File: src/rtl/servo_ctrl_pkg.sv
// servo_ctrl_pkg: shared widths, defaults, FSM states and clamp helper for the servo ramp controller
package servo_ctrl_pkg;

    localparam int DUTY_W       = 13;
    localparam int DEF_DUTY_MIN = 50;
    localparam int DEF_DUTY_MAX = 250;
    localparam int DEF_DUTY_INIT = 150;

    typedef enum logic [1:0] {IDLE, RAMP, HOLD, DONE} state_t;

    function automatic logic [DUTY_W-1:0] clamp(
        input logic [DUTY_W-1:0] v,
        input logic [DUTY_W-1:0] lo,
        input logic [DUTY_W-1:0] hi
    );
        return (v < lo) ? lo : (v > hi) ? hi : v;
    endfunction

endpackage

File: src/rtl/servo_frame_timer.sv
// servo_frame_timer: PWM-aligned frame counter with end-of-frame strobe and registered frame-start flag
module servo_frame_timer #(
    parameter int PERIOD = 2000
) (
    input  logic gen_clk,
    input  logic i_rst_n,
    output logic o_boundary,
    output logic o_frame_start
);

    localparam int FC_W = $clog2(PERIOD + 2);

    logic [FC_W-1:0] fc;

    assign o_boundary = fc == FC_W'(PERIOD);

    // count 0..PERIOD; frame_start is registered so it is high exactly while fc == 0
    always_ff @(posedge gen_clk or negedge i_rst_n) begin
        if (!i_rst_n) begin
            fc            <= '0;
            o_frame_start <= 1'b1;
        end else begin
            fc            <= o_boundary ? '0 : fc + 1'b1;
            o_frame_start <= o_boundary;
        end
    end

endmodule

File: src/rtl/servo_ramp_ctrl.sv
// servo_ramp_ctrl: two-requester round-robin duty controller that slews the PWM duty once per frame
module servo_ramp_ctrl
    import servo_ctrl_pkg::*;
#(
    parameter int PERIOD      = 2000,
    parameter int DUTY_MIN    = DEF_DUTY_MIN,
    parameter int DUTY_MAX    = DEF_DUTY_MAX,
    parameter int DUTY_INIT   = DEF_DUTY_INIT,
    parameter int STEP        = 5,
    parameter int HOLD_FRAMES = 10
) (
    input  logic              gen_clk,
    input  logic              i_rst_n,
    input  logic              i_req0_valid,
    input  logic [DUTY_W-1:0] i_req0_target,
    output logic              o_req0_ready,
    input  logic              i_req1_valid,
    input  logic [DUTY_W-1:0] i_req1_target,
    output logic              o_req1_ready,
    output logic [DUTY_W-1:0] o_duty,
    output logic              o_frame_start,
    output logic              o_busy,
    output logic              o_done
);

    localparam int HC_W = $clog2(HOLD_FRAMES + 1) + 1;
    localparam logic [DUTY_W-1:0] D_MIN  = DUTY_W'(DUTY_MIN);
    localparam logic [DUTY_W-1:0] D_MAX  = DUTY_W'(DUTY_MAX);
    localparam logic [DUTY_W-1:0] D_INIT = DUTY_W'(DUTY_INIT);
    localparam logic [DUTY_W-1:0] D_STEP = DUTY_W'(STEP);
    localparam logic [HC_W-1:0]   HOLD_N = HC_W'(HOLD_FRAMES);

    state_t            state, state_n;
    logic [DUTY_W-1:0] tgt, tgt_n, duty_n, sel_tgt, diff, step, ramp_d;
    logic [HC_W-1:0]   hold_cnt, hold_n;
    logic              last, last_n, boundary, idle, gnt0, gnt1, up;

    servo_frame_timer #(.PERIOD(PERIOD)) u_timer (
        .gen_clk       (gen_clk),
        .i_rst_n       (i_rst_n),
        .o_boundary    (boundary),
        .o_frame_start (o_frame_start)
    );

    // round-robin: a lone requester wins, a tie goes to the one not served last
    assign idle         = state == IDLE;
    assign gnt0         = i_req0_valid && (!i_req1_valid || last);
    assign gnt1         = i_req1_valid && (!i_req0_valid || !last);
    assign o_req0_ready = i_rst_n && idle && gnt0;
    assign o_req1_ready = i_rst_n && idle && gnt1;
    assign sel_tgt      = clamp(o_req0_ready ? i_req0_target : i_req1_target, D_MIN, D_MAX);

    // bounded step toward target; the final step is trimmed so it lands exactly on tgt
    assign up     = tgt > o_duty;
    assign diff   = up ? tgt - o_duty : o_duty - tgt;
    assign step   = diff < D_STEP ? diff : D_STEP;
    assign ramp_d = up ? o_duty + step : o_duty - step;

    // next-state logic: accept in IDLE, slew at frame boundaries, settle, then report
    always_comb begin
        state_n = state;
        duty_n  = o_duty;
        tgt_n   = tgt;
        hold_n  = hold_cnt;
        last_n  = last;
        case (state)
            IDLE: if (o_req0_ready || o_req1_ready) begin
                tgt_n   = sel_tgt;
                last_n  = o_req1_ready;
                hold_n  = HOLD_N;
                state_n = sel_tgt != o_duty ? RAMP : HOLD;
            end
            RAMP: if (boundary) begin
                duty_n = ramp_d;
                if (ramp_d == tgt) begin
                    state_n = HOLD;
                    hold_n  = HOLD_N;
                end
            end
            HOLD: if (hold_cnt == '0) state_n = DONE;
                  else if (boundary) hold_n = hold_cnt - 1'b1;
            default: state_n = IDLE;
        endcase
    end

    // state and registered outputs; reset abandons any command in flight
    always_ff @(posedge gen_clk or negedge i_rst_n) begin
        if (!i_rst_n) begin
            state    <= IDLE;
            o_duty   <= D_INIT;
            tgt      <= D_INIT;
            hold_cnt <= '0;
            last     <= 1'b1;
            o_done   <= 1'b0;
            o_busy   <= 1'b0;
        end else begin
            state    <= state_n;
            o_duty   <= duty_n;
            tgt      <= tgt_n;
            hold_cnt <= hold_n;
            last     <= last_n;
            o_done   <= state_n == DONE;
            o_busy   <= state_n != IDLE;
        end
    end

endmodule

File: config.mk
export PLATFORM = sky130hd
export DESIGN_NAME = servo_ramp_ctrl
export DESIGN_NICKNAME = d
export VERILOG_FILES = /design/src/rtl/servo_ctrl_pkg.sv /design/src/rtl/servo_frame_timer.sv /design/src/rtl/servo_ramp_ctrl.sv
export SDC_FILE = /design/constraint.sdc
export NUM_CORES = 1
export LEC_CHECK = 0
export ABC_AREA = 1
export BUFFER_PORTS_ARGS = -buffer_cell sky130_fd_sc_hd__buf_2
export CAP_MARGIN = 40
export CELL_PAD_IN_SITES_DETAIL_PLACEMENT = 1
export CELL_PAD_IN_SITES_GLOBAL_PLACEMENT = 1
export CORE_MARGIN = 2
export CORE_UTILIZATION = 40
export DETAILED_ROUTE_END_ITERATION = 8
export PLACE_DENSITY = 0.75
export SKIP_LAST_GASP = 1
export SLEW_MARGIN = 20
export SYNTH_ARGS = -nofsm -noshare
export SYNTH_HDL_FRONTEND = slang
export SYNTH_HIERARCHICAL = 1
export SYNTH_SLANG_ARGS = --single-unit
File: constraint.sdc
create_clock -name gen_clk -period 11.35 [get_ports gen_clk]
set_clock_uncertainty 0.05 [all_clocks]
set_input_delay 1.7025 -clock gen_clk [delete_from_list [all_inputs] [get_ports gen_clk]]
set_output_delay 1.7025 -clock gen_clk [all_outputs]
set_load 0.01 [all_outputs]
==> impl_metrics.env <==
export IMPL_status="finished, final reports clean"
export IMPL_numPlacedInstances=1029
export IMPL_cts_tree="built"
export IMPL_io_buffers=47
export IMPL_grt_use_total_pct=25.2
export IMPL_cp_top_family="simple AND/OR/NAND/NOR gates"
export IMPL_wl_um=17100
export IMPL_power_frac_seq_pct=19.0
export IMPL_drtAntennaViolNets=0
export IMPL_chipHeight_um=119
export IMPL_hold_ws_ns=0.456
export IMPL_grt_first_pass_wirelength_um=28600
export IMPL_grt_antenna_before_repair=0
export IMPL_setup_tns_ns=0
export IMPL_wl_per_cell_um=16.5
export IMPL_drt_vias_per_instance=5.08
export IMPL_p_sw_share_pct=53.4
export IMPL_clkPwrFrac_pct=13.5
export IMPL_max_cap_viol_count=0
export IMPL_r2r_setup_slack_ns=5.09
export IMPL_busiest_layer="met2"
export IMPL_route_vias_total=5263
export IMPL_row_count=42
export IMPL_ys_ff_latch=48
export IMPL_yosys_warnings=6
export IMPL_syn_cell_area_um2=5300
export IMPL_setup_viol=0
export IMPL_syn_inst=815
export IMPL_min_path_type="reg2reg"
export IMPL_synth_top_cell_area_share_pct=18.3
export IMPL_cts_hold_fix_buffers=0
export IMPL_core_area_um2=13100
export IMPL_die_x_um=119
export IMPL_cts_max_level=2
export IMPL_cts_resized=0
export IMPL_final_cell_mix="nand2_1, inv_1, nor2_1, nand3_1, buf_2"
export IMPL_synth_top_cell_by_area="nand2_1"
export IMPL_tightest_slew_ns=0.695
export IMPL_p_sw_w=0.000612
export IMPL_clkSlewWorstSetupHoldPaths_ns=0.07
export IMPL_cts_sinks=48
export IMPL_max_stage_delay_ns=0.63
export IMPL_pwr_share_comb_pct=67.5
export IMPL_gr_usage_met2_pct=46.6
export IMPL_path_buf_inv=1
export IMPL_grt_util_met1_pct=29.7
export IMPL_synth_nets=889
export IMPL_io_pins=48
export IMPL_cts_max_path_buffers=2
export IMPL_hold_violations=0
export IMPL_fmax_ghz=0.160
export IMPL_insertion_delay_ns=0.30
export IMPL_period_share_pct=55.1
export IMPL_overflow=0
export IMPL_power_density_nw_per_um2=197
export IMPL_cp_arrival_ns=6.39
export IMPL_drtIter0Drc=231
export IMPL_globalplace_congestion=0.936
export IMPL_cp_required_ns=11.48
export IMPL_finalNonFillerCells=1037
export IMPL_hpwl_um=14400
export IMPL_initial_core_util_pct=40.5
export IMPL_route_detailed_drc=0
export IMPL_fin_util_pct=44.6
export IMPL_synth_cell_types=46
export IMPL_rsz0062_at_grt="no"
export IMPL_use_met3_pct=2.59
export IMPL_slowest_stage="dfstp_2"
export IMPL_first_global_vias=5803
export IMPL_die_area_um2=14200
export IMPL_grt_max_degree=50
export IMPL_drive_gt1_share_pct=14.9
export IMPL_cp_common_cell="nand2_1"
export IMPL_period_minus_slack_ns=6.26
export IMPL_critPathMaxFanout=17
export IMPL_syn_to_final_growth_pct=10.3
export IMPL_fillers=1764
export IMPL_cp_end_kind="flip-flop"
export IMPL_slew_viol_final=0
export IMPL_diodes=0
export IMPL_path_class="reg2reg"
export IMPL_multiInputGateArea_um2=3450
export IMPL_dr_pass1_iters=4
export IMPL_cts_root_buf="clkbuf_16"
export IMPL_cts_setup_buffers=0
export IMPL_avgSynthCellArea_um2=6.50
export IMPL_nets=934
export IMPL_cts_made_buffers=5
export IMPL_yosysSeqAreaShare_pct=22.9
export IMPL_vdd_drop_max_mv=0.0772
export IMPL_synth_area_leaders="nand2_1, dfrtp_1, inv_1"
export IMPL_regArea_um2=1210
export IMPL_worst_setup_path_start_kind="flip-flop"
export IMPL_cellLeakagePower_nw=3.24
export IMPL_slew_headroom_pct=53.2
export IMPL_layout_commonest_cell="nand2_1"
export IMPL_power_internal_w=0.000535
[cell usage after synthesis, drive strengths merged]
master and count:
and2 4, a21oi 28, o21ai 35, xor2 25, nand3b 1, inv 146, a21o 2, o211ai 4
a31oi 2, mux2i 1, dfrtp 38, nand2 277, nor3 7, fa 3, o21bai 2, ha 41
o22ai 1, nand3 72, clkbuf 4, dfstp 10, or2 6, clkinv 1, o31ai 5, nor2 70
xnor2 6, nand4 17, buf 7
[registers in the layout, indices dropped and copies added (netlist names)]
| register | cells |
|---|---|
| o_duty | 13 |
| tgt | 13 |
| o_done | 1 |
| o_busy | 1 |
| last | 1 |
| hold_cnt | 5 |
| u_timer/o_frame_start | 1 |
| state | 2 |
| u_timer/fc | 11 |
[metal layers]
layer,part of all wire [%],wire length [um],vias up
li1,-,-,2644
met1,42,7250,2510
met2,51,8800,72
met3,2.4,405,37
met4,3.8,646,0
met5,0,0,-
[layout make-up]
class,count,area share [%]
Tap cell,176,3.77
Clock buffer,7,2.44
Sequential cell,48,20.8
Timing Repair Buffer,49,4.29
Clock inverter,1,0.129
Multi-Input combinational cell,609,59.1
Inverter,147,9.49
[per-stage QoR]
stage / power [W] / cell area [um2] / setup WS (ns)
5_1_grt: 0.00126 / 5840 / 4.49
6_report: 0.00115 / 5840 / 5.09
2_1_floorplan: 0.000816 / 5300 / 6.37
3_5_place_dp: 0.000990 / 5690 / 5.16
3_3_place_gp: 0.000964 / 5690 / 5.39
4_1_cts: 0.00115 / 5840 / 5.10
[worst reg2reg max path: cells and delay by family, from the launching register on]
| kind | cells | cell delay, ns |
|---|---|---|
| flip-flops | 1 | 0.63 |
| XOR/XNOR | 1 | 0.18 |
| AO/OA/AOI/OAI | 4 | 0.97 |
| adder cells (fa/ha/maj) | 3 | 1.01 |
| buffers and inverters | 1 | 0.18 |
| AND/OR/NAND/NOR | 26 | 3.13 |
[power by group through the flow]
stage	Clock [W]	Sequential [W]	Combinational (W)
after floorplan	0	0.000211	0.000605
after detailed placement	0	0.000221	0.000769
after global placement	0	0.000220	0.000744
after global routing	0.000165	0.000220	0.000870
final	0.000154	0.000218	0.000775
after CTS	0.000160	0.000218	0.000775
[path summary, 6_finish.rpt]
path                       depth (start not counted)     startpoint             to
max in group asynchronous                          2        i_rst_n      o_duty[3]
min reg2reg                                        1  u_timer/fc[0]  u_timer/fc[0]
min in group asynchronous                          2        i_rst_n  u_timer/fc[8]
min                                                1  u_timer/fc[0]  u_timer/fc[0]
max reg2reg                                       35      o_duty[1]    hold_cnt[3]
max                                               35      o_duty[1]    hold_cnt[3]
[cells by family after synthesis]
kind of cell	Yosys count	synth area share, %
flip-flops	48	22.9
AO/OA/AOI/OAI	79	8.72
adder cells (fa/ha/maj)	44	10.8
multiplexers	1	0.189
AND/OR/NAND/NOR	454	40.3
buffers and inverters	158	11.9
XOR/XNOR	31	5.13
Power figures use the tool's default switching activity.
